## src/rtl/solver_feeder_pkg.sv

```systemverilog
// Shared definitions for the solver feeder: FSM state encoding, header
// field offsets and result word layout.
package solver_feeder_pkg;

  // Feeder sequencing states.
  typedef enum logic [2:0] {
    ST_HEADER  = 3'd0,
    ST_LOAD_RE = 3'd1,
    ST_LOAD_IM = 3'd2,
    ST_START   = 3'd3,
    ST_WAIT    = 3'd4,
    ST_EMIT    = 3'd5
  } state_t;

  // Header word layout: [15:0] iteration limit, [16 +: LIMB_INDEX_BITS] limb count.
  localparam int HDR_ITER_LIM_LSB  = 0;
  localparam int HDR_NUM_LIMBS_LSB = 16;
  localparam int ITER_BITS         = 16;

  // Solver reports this count when the iteration limit was reached.
  localparam logic [15:0] ITER_LIMIT_HIT = 16'hFFFF;

  // Result word layout: {tag, iteration_count}.
  localparam int RES_COUNT_LSB = 0;
  localparam int RES_TAG_LSB   = 16;

endpackage

```

## src/rtl/solver_feeder_if.sv

```systemverilog
// Bundle of all non-clock signals between the feeder and its environment
// (job word stream, result stream, solver register-file/control side).
//   master : the feeder itself
//   slave  : job source, result sink and solver lane
interface solver_feeder_if #(
  parameter int LIMB_INDEX_BITS = 6,
  parameter int LIMB_BITS       = 32,
  parameter int TAG_BITS        = 16
);
  // Job word stream.
  logic                       in_valid;
  logic                       in_ready;
  logic [LIMB_BITS-1:0]       in_data;
  // Result stream.
  logic                       res_valid;
  logic                       res_ready;
  logic [TAG_BITS+15:0]       res_data;
  // Solver programming side.
  logic                       wr_en;
  logic                       wr_ind;
  logic [LIMB_INDEX_BITS-1:0] wr_limb;
  logic [LIMB_BITS-1:0]       wr_data;
  logic                       wr_num_limbs_en;
  logic [LIMB_INDEX_BITS-1:0] num_limbs_data;
  logic                       wr_iter_lim_en;
  logic [15:0]                iter_lim_data;
  logic                       start;
  logic                       out_ready;
  logic [15:0]                iteration_count;
  // Status.
  logic                       busy;
  logic                       hdr_err;

  modport master (
    input  in_valid, in_data, res_ready, out_ready, iteration_count,
    output in_ready, res_valid, res_data, wr_en, wr_ind, wr_limb, wr_data,
           wr_num_limbs_en, num_limbs_data, wr_iter_lim_en, iter_lim_data,
           start, busy, hdr_err
  );

  modport slave (
    output in_valid, in_data, res_ready, out_ready, iteration_count,
    input  in_ready, res_valid, res_data, wr_en, wr_ind, wr_limb, wr_data,
           wr_num_limbs_en, num_limbs_data, wr_iter_lim_en, iter_lim_data,
           start, busy, hdr_err
  );

endinterface

```

## src/rtl/solver_feeder.sv

```systemverilog
// Job loader for one Mandelbrot/Burning-Ship solver lane.
// Accepts a header word (limb count + iteration limit), then the c_re limbs
// and c_im limbs most-significant first, writes them into the solver's c
// register file, pulses start, waits for out_ready and returns
// {tag, iteration_count} on the result stream.
// Ports:
//   clock, reset : clock and synchronous active-high reset
//   bus (master) : job stream, result stream, solver programming/handshake,
//                  busy and sticky hdr_err status
module solver_feeder
  import solver_feeder_pkg::*;
#(
  parameter int LIMB_INDEX_BITS = 6,
  parameter int LIMB_BITS       = 32,
  parameter int TAG_BITS        = 16
) (
  input  logic            clock,
  input  logic            reset,
  solver_feeder_if.master bus
);

  localparam logic [LIMB_INDEX_BITS-1:0] LIMB_ZERO = {LIMB_INDEX_BITS{1'b0}};
  localparam logic [LIMB_INDEX_BITS-1:0] LIMB_ONE  = {{(LIMB_INDEX_BITS-1){1'b0}}, 1'b1};
  localparam logic [TAG_BITS-1:0]        TAG_ONE   = {{(TAG_BITS-1){1'b0}}, 1'b1};

  state_t                     state_r;
  logic [LIMB_INDEX_BITS-1:0] cnt_r;
  logic [LIMB_INDEX_BITS-1:0] num_limbs_r;
  logic [ITER_BITS-1:0]       iter_lim_r;
  logic [TAG_BITS-1:0]        tag_r;
  logic                       in_ready_r;
  logic                       res_valid_r;
  logic [TAG_BITS+15:0]       res_data_r;
  logic                       wr_en_r;
  logic                       wr_ind_r;
  logic [LIMB_INDEX_BITS-1:0] wr_limb_r;
  logic [LIMB_BITS-1:0]       wr_data_r;
  logic                       wr_num_limbs_en_r;
  logic                       wr_iter_lim_en_r;
  logic                       start_r;
  logic                       busy_r;
  logic                       hdr_err_r;

  logic                       accept_s;
  logic [LIMB_INDEX_BITS-1:0] hdr_num_limbs_s;
  logic [ITER_BITS-1:0]       hdr_iter_lim_s;

  // A word is consumed only when the registered in_ready is high.
  assign accept_s        = bus.in_valid && in_ready_r;
  assign hdr_num_limbs_s = bus.in_data[HDR_NUM_LIMBS_LSB +: LIMB_INDEX_BITS];
  assign hdr_iter_lim_s  = bus.in_data[HDR_ITER_LIM_LSB +: ITER_BITS];

  // Job sequencing FSM with all outputs registered.
  always_ff @(posedge clock) begin
    if (reset) begin
      state_r           <= ST_HEADER;
      cnt_r             <= LIMB_ZERO;
      num_limbs_r       <= LIMB_ZERO;
      iter_lim_r        <= 16'h0000;
      tag_r             <= {TAG_BITS{1'b0}};
      in_ready_r        <= 1'b0;
      res_valid_r       <= 1'b0;
      res_data_r        <= {(TAG_BITS+16){1'b0}};
      wr_en_r           <= 1'b0;
      wr_ind_r          <= 1'b0;
      wr_limb_r         <= LIMB_ZERO;
      wr_data_r         <= {LIMB_BITS{1'b0}};
      wr_num_limbs_en_r <= 1'b0;
      wr_iter_lim_en_r  <= 1'b0;
      start_r           <= 1'b0;
      busy_r            <= 1'b0;
      hdr_err_r         <= 1'b0;
    end else begin
      // Strobes are single-cycle unless re-asserted below.
      wr_en_r           <= 1'b0;
      wr_num_limbs_en_r <= 1'b0;
      wr_iter_lim_en_r  <= 1'b0;
      start_r           <= 1'b0;
      case (state_r)
        ST_HEADER: begin
          in_ready_r <= 1'b1;
          if (accept_s) begin
            if (hdr_num_limbs_s == LIMB_ZERO) begin
              // Empty job: drop the word and flag it, keep waiting for a header.
              hdr_err_r <= 1'b1;
            end else begin
              num_limbs_r       <= hdr_num_limbs_s;
              iter_lim_r        <= hdr_iter_lim_s;
              wr_num_limbs_en_r <= 1'b1;
              wr_iter_lim_en_r  <= 1'b1;
              cnt_r             <= hdr_num_limbs_s - LIMB_ONE;
              busy_r            <= 1'b1;
              state_r           <= ST_LOAD_RE;
            end
          end
        end
        ST_LOAD_RE, ST_LOAD_IM: begin
          if (accept_s) begin
            wr_en_r   <= 1'b1;
            wr_ind_r  <= (state_r == ST_LOAD_IM);
            wr_limb_r <= cnt_r;
            wr_data_r <= bus.in_data;
            if (cnt_r == LIMB_ZERO) begin
              cnt_r <= num_limbs_r - LIMB_ONE;
              if (state_r == ST_LOAD_IM) begin
                // Drop in_ready together with leaving the load phase so the
                // next word waits for the following job.
                in_ready_r <= 1'b0;
                state_r    <= ST_START;
              end else begin
                state_r <= ST_LOAD_IM;
              end
            end else begin
              cnt_r <= cnt_r - LIMB_ONE;
            end
          end
        end
        ST_START: begin
          start_r <= 1'b1;
          state_r <= ST_WAIT;
        end
        ST_WAIT: begin
          if (bus.out_ready) begin
            res_data_r[RES_TAG_LSB +: TAG_BITS]    <= tag_r;
            res_data_r[RES_COUNT_LSB +: ITER_BITS] <= bus.iteration_count;
            res_valid_r                            <= 1'b1;
            state_r                                <= ST_EMIT;
          end
        end
        ST_EMIT: begin
          if (bus.res_ready) begin
            res_valid_r <= 1'b0;
            tag_r       <= tag_r + TAG_ONE;
            busy_r      <= 1'b0;
            in_ready_r  <= 1'b1;
            state_r     <= ST_HEADER;
          end
        end
        default: begin
          in_ready_r  <= 1'b0;
          res_valid_r <= 1'b0;
          busy_r      <= 1'b0;
          state_r     <= ST_HEADER;
        end
      endcase
    end
  end

  assign bus.in_ready        = in_ready_r;
  assign bus.res_valid       = res_valid_r;
  assign bus.res_data        = res_data_r;
  assign bus.wr_en           = wr_en_r;
  assign bus.wr_ind          = wr_ind_r;
  assign bus.wr_limb         = wr_limb_r;
  assign bus.wr_data         = wr_data_r;
  assign bus.wr_num_limbs_en = wr_num_limbs_en_r;
  assign bus.num_limbs_data  = num_limbs_r;
  assign bus.wr_iter_lim_en  = wr_iter_lim_en_r;
  assign bus.iter_lim_data   = iter_lim_r;
  assign bus.start           = start_r;
  assign bus.busy            = busy_r;
  assign bus.hdr_err         = hdr_err_r;

endmodule

```

## src/flat_wrapper.sv

```systemverilog
// flat-port wrapper written by rule: the top's interface ports become plain ports
module solver_feeder_flat import solver_feeder_pkg::*;
#(
  parameter int LIMB_INDEX_BITS = 6,
  parameter int LIMB_BITS       = 32,
  parameter int TAG_BITS        = 16
)
  (clock, reset, bus_in_valid, bus_in_data, bus_res_ready, bus_out_ready, bus_iteration_count, bus_in_ready, bus_res_valid, bus_res_data, bus_wr_en, bus_wr_ind, bus_wr_limb, bus_wr_data, bus_wr_num_limbs_en, bus_num_limbs_data, bus_wr_iter_lim_en, bus_iter_lim_data, bus_start, bus_busy, bus_hdr_err);
  solver_feeder_if #(.LIMB_INDEX_BITS(LIMB_INDEX_BITS), .LIMB_BITS(LIMB_BITS), .TAG_BITS(TAG_BITS)) bus_i ();
  input  logic clock;
  input  logic reset;
  input wire logic [$bits(bus_i.in_valid)-1:0] bus_in_valid;
  input wire logic [$bits(bus_i.in_data)-1:0] bus_in_data;
  input wire logic [$bits(bus_i.res_ready)-1:0] bus_res_ready;
  input wire logic [$bits(bus_i.out_ready)-1:0] bus_out_ready;
  input wire logic [$bits(bus_i.iteration_count)-1:0] bus_iteration_count;
  output wire logic [$bits(bus_i.in_ready)-1:0] bus_in_ready;
  output wire logic [$bits(bus_i.res_valid)-1:0] bus_res_valid;
  output wire logic [$bits(bus_i.res_data)-1:0] bus_res_data;
  output wire logic [$bits(bus_i.wr_en)-1:0] bus_wr_en;
  output wire logic [$bits(bus_i.wr_ind)-1:0] bus_wr_ind;
  output wire logic [$bits(bus_i.wr_limb)-1:0] bus_wr_limb;
  output wire logic [$bits(bus_i.wr_data)-1:0] bus_wr_data;
  output wire logic [$bits(bus_i.wr_num_limbs_en)-1:0] bus_wr_num_limbs_en;
  output wire logic [$bits(bus_i.num_limbs_data)-1:0] bus_num_limbs_data;
  output wire logic [$bits(bus_i.wr_iter_lim_en)-1:0] bus_wr_iter_lim_en;
  output wire logic [$bits(bus_i.iter_lim_data)-1:0] bus_iter_lim_data;
  output wire logic [$bits(bus_i.start)-1:0] bus_start;
  output wire logic [$bits(bus_i.busy)-1:0] bus_busy;
  output wire logic [$bits(bus_i.hdr_err)-1:0] bus_hdr_err;
  assign bus_i.in_valid = bus_in_valid;
  assign bus_i.in_data = bus_in_data;
  assign bus_i.res_ready = bus_res_ready;
  assign bus_i.out_ready = bus_out_ready;
  assign bus_i.iteration_count = bus_iteration_count;
  assign bus_in_ready = bus_i.in_ready;
  assign bus_res_valid = bus_i.res_valid;
  assign bus_res_data = bus_i.res_data;
  assign bus_wr_en = bus_i.wr_en;
  assign bus_wr_ind = bus_i.wr_ind;
  assign bus_wr_limb = bus_i.wr_limb;
  assign bus_wr_data = bus_i.wr_data;
  assign bus_wr_num_limbs_en = bus_i.wr_num_limbs_en;
  assign bus_num_limbs_data = bus_i.num_limbs_data;
  assign bus_wr_iter_lim_en = bus_i.wr_iter_lim_en;
  assign bus_iter_lim_data = bus_i.iter_lim_data;
  assign bus_start = bus_i.start;
  assign bus_busy = bus_i.busy;
  assign bus_hdr_err = bus_i.hdr_err;
  solver_feeder #(.LIMB_INDEX_BITS(LIMB_INDEX_BITS), .LIMB_BITS(LIMB_BITS), .TAG_BITS(TAG_BITS)) u_core (.clock(clock), .reset(reset), .bus(bus_i));
endmodule
```

## config.mk

```make
export PLATFORM = sky130hd
export DESIGN_NAME = solver_feeder_flat
export DESIGN_NICKNAME = d
export VERILOG_FILES = /design/src/rtl/solver_feeder_pkg.sv /design/src/rtl/solver_feeder_if.sv /design/src/rtl/solver_feeder.sv /design/src/flat_wrapper.sv
export SDC_FILE = /design/constraint.sdc
export NUM_CORES = 1
export LEC_CHECK = 0
export ABC_CLOCK_PERIOD_IN_PS = 1800
export CORE_MARGIN = 5
export CORE_UTILIZATION = 40
export DETAILED_ROUTE_END_ITERATION = 8
export PLACE_DENSITY = 0.73
export SYNTH_ARGS = -nofsm -noshare
export SYNTH_HDL_FRONTEND = slang
export SYNTH_SLANG_ARGS = --single-unit
```

## constraint.sdc

```tcl
create_clock -name clock -period 1.8 [get_ports clock]
set_clock_uncertainty 0.1 [all_clocks]
set_input_delay 0.18 -clock clock [delete_from_list [all_inputs] [get_ports clock]]
set_output_delay 0.18 -clock clock [all_outputs]
set_load 0.1 [all_outputs]
```

==> qor.csv <==
metric;value;unit
synthCells;603;
ys_async_sr_fraction;0;%
synth_seq_area_share;51.2;%
met3_usage;5.38;%
instances_no_fill;957;
grt.total_usage;19.7;%
dp.cells;912;
ys_warn_count;0;
n_antenna_cell;0;
seqCellArea;2540;um^2
synth_edf_count;0;
die_w;121;um
boundaryPins;154;
cts_tree;done;
rsz0062_at_grt;yes;
die_h;121;um
grt_pass1_vias;4768;
timing.fmax;542;MHz
crit_path_start_kind;flop;
num_vias;4920;
cts_buffers;17;
cts.path.max_buffers;2;
hold_viol_final;0;
clk_pin_slew;0.06;ns
worst_path_max_delay_cell;dfxtp_4;
worstMarginPinSlew;0.524;ns
grt_busiest_layer;met2;
period_needed;1.84;ns
dpl.hpwl;9970;um
finalSetupViolations;9;
worst_slack;-0.0436;ns
gr-total-overflow;0;
root_buffer;clkbuf_16;
syn-cell-area;4890;um^2
layout-drive-gt1-share;37.0;%
violations;setup timing;
wl_per_cell;16.2;um
crit_top_cell;buf_12;
post_drt_via_cell_ratio;5.14;
synth_cell_types;51;
start_util;40.7;%
finalWirelength;15500;um
cp-end-kind;flop;
grt_start_max_net_pins;43;
met2_usage;32.8;%
worst_hold_path_type;input pin to flop;
period_share;102;%
synth_nets;658;
io_buffers;153;
coreArea;12000;um^2
avgSynthCellArea;8.11;um^2
ctsHoldBuffers;0;
clk_latency;0.41;ns
outcome;finished with violations;
crit_type;flop to flop;
slew_violations;0;
htree_levels;4;
multi_input_area;2630;um^2
synth_flop_cell;dfxtp_1;
cp_cell_sequence;buf_12 > xor2_4 > nand2_2 > buf_6 > nor2_4 > buf_12 > clkbuf_16 > nand2_1 > a21oi_1;
grt_first_pass_wirelength;23200;um
rows;40;
cts.sinks;125;
area_growth;66.5;%
yosys_register_bits;125;
powerDensity;1430;nW/um^2
drc;0;
cp.arrival;2.08;ns
fin_nets;852;
path_max_fanout;7;
worstPathRequired;2.03;ns
leakage;3.17;nW
fillerInstances;913;
fin_util;67.8;%
first_pass_iters;4;
ant_nets;0;
slowest_delay;0.36;ns
antenna_found_initial;0;
gp_congestion;0.842;
fp.dieArea;14500;um^2
drt_iter0_drc;313;
tns;-0.168;ns
drv_cap;0;
relSlewSlack;65.1;%
ir_worst_vdd;895;uV
use_met1;24.2;%
==> sequential cells by signal (all words and copies together), names as in the netlist <==
signal	cells
u_core.bus.busy	1
u_core.bus.start	1
u_core.bus.wr_ind	1
u_core.bus.wr_en	1
u_core.cnt_r	6
u_core.bus.hdr_err	1
u_core.bus.in_ready	1
u_core.bus.res_data	32
u_core.tag_r	16
u_core.bus.wr_data	32
u_core.bus.iter_lim_data	16
u_core.bus.wr_limb	6
u_core.bus.num_limbs_data	6
u_core.bus.res_valid	1
u_core.state_r	3
u_core.bus.wr_num_limbs_en	1
==> critical path, delay by kind of cell (launching register included) <==
kind / cells / cell delay (ns)
buffers and inverters: 4 / 0.61
XOR/XNOR: 1 / 0.23
AND/OR/NAND/NOR: 3 / 0.32
flip-flops: 1 / 0.36
AO/OA/AOI/OAI: 1 / 0.13
==> path summary, 6_finish.rpt <==
| check | start | endpoint | slack (ns) | cells after the start |
|---|---|---|---|---|
| setup / recovery | u_core.state_r[0] | u_core.bus.wr_data[28] | -0.04 | 9 |
| hold / removal | reset | u_core.bus.num_limbs_data[3] | 0.13 | 2 |
| setup reg to reg | u_core.state_r[0] | u_core.bus.wr_data[28] | -0.04 | 9 |
| hold reg to reg | u_core.bus.iter_lim_data[10] | u_core.bus.iter_lim_data[10] | 0.35 | 2 |
==> report_power, final <==
group	internal [W]	total (W)	leakage (nW)	switching, W
Combinational	0.00182	0.00498	1.85	0.00316
Clock	0.00217	0.00338	0.298	0.00121
Sequential	0.00307	0.00331	1.02	0.000243
==> stage by stage <==
stage | hold WS (ns) | instance area, um^2 | worst slack [ns] | power, W
after floorplan | 0.206 | 4930 | -0.0997 | 0.00611
after global placement | 0.343 | 6880 | -0.337 | 0.00739
after detailed placement | 0.348 | 6880 | -0.411 | 0.00744
after CTS | 0.107 | 7700 | -0.0333 | 0.0113
after global routing | 0.139 | 8140 | -0.146 | 0.0122
final | 0.130 | 8140 | -0.0436 | 0.0117
==> cells in the mapped netlist, types with 6 or more instances <==
library cell	instances	area [um^2]
nand2_1	192	721
dfxtp_1	125	2500
a21oi_1	111	556
nor2_1	28	105
clkbuf_1	25	93.8
o21ai_0	10	50.1
xor2_1	10	87.6
buf_2	8	40.0
nand3_1	7	35.0
or3_1	6	37.5
==> area by class of cell <==
class                   count  share of cell area, %
inverters                   4                  0.184
well taps                 147                   2.26
flip-flops and latches    125                   31.1
clock inverters             8                  0.937
clock buffers              24                   6.42
multi-input cells         434                   32.2
repair buffers            215                   26.8
==> cell usage in the layout, fill, tap and decap left out, types with 5 or more instances in the layout <==
| cell | Yosys | layout |
|---|---|---|
| buf_12 | 0 | 27 |
| a21oi_2 | 0 | 24 |
| dfxtp_2 | 0 | 9 |
| nand2_4 | 1 | 9 |
| clkdlybuf4s50_1 | 0 | 51 |
| nor2_1 | 28 | 26 |
| clkbuf_8 | 0 | 5 |
| or3_1 | 6 | 5 |
| dfxtp_1 | 125 | 110 |
| clkbuf_16 | 0 | 22 |
| buf_4 | 5 | 126 |
| nand3_1 | 7 | 5 |
| a21oi_1 | 111 | 84 |
| dfxtp_4 | 0 | 6 |
| nand2_1 | 192 | 177 |
| o21ai_0 | 10 | 9 |
| xor2_1 | 10 | 9 |
| nand2_2 | 1 | 9 |
| xnor2_1 | 5 | 5 |
| buf_6 | 2 | 5 |
==> cells by family after synthesis <==
family,after synthesis,synth area share (%)
AOI/OAI and AO/OA,144,16.6
and+or+nand+nor,270,24.1
xor gates and xnor gates,16,3.02
muxes,1,0.205
adders and majority gates,2,0.512
buffers and inverters,45,4.35
DFF,125,51.2
==> what timing repair did <==
action | CTS | global route
gates resized for setup | 40 | 73
buffers inserted | 2 | 3
endpoints found under the setup margin | 67 | 61
cloned | 1 | 7
hold endpoints to repair | 0 | 0
pin swaps | 17 | 32
==> metal layers <==
| metal | vias up | part of all wire [%] |
|---|---|---|
| met5 | - | 0 |
| met3 | 27 | 5.0 |
| li1 | 2397 | - |
| met4 | 0 | 2.2 |
| met2 | 148 | 51 |
| met1 | 2348 | 42 |
Note: power is estimated with default switching activity, not from simulation.
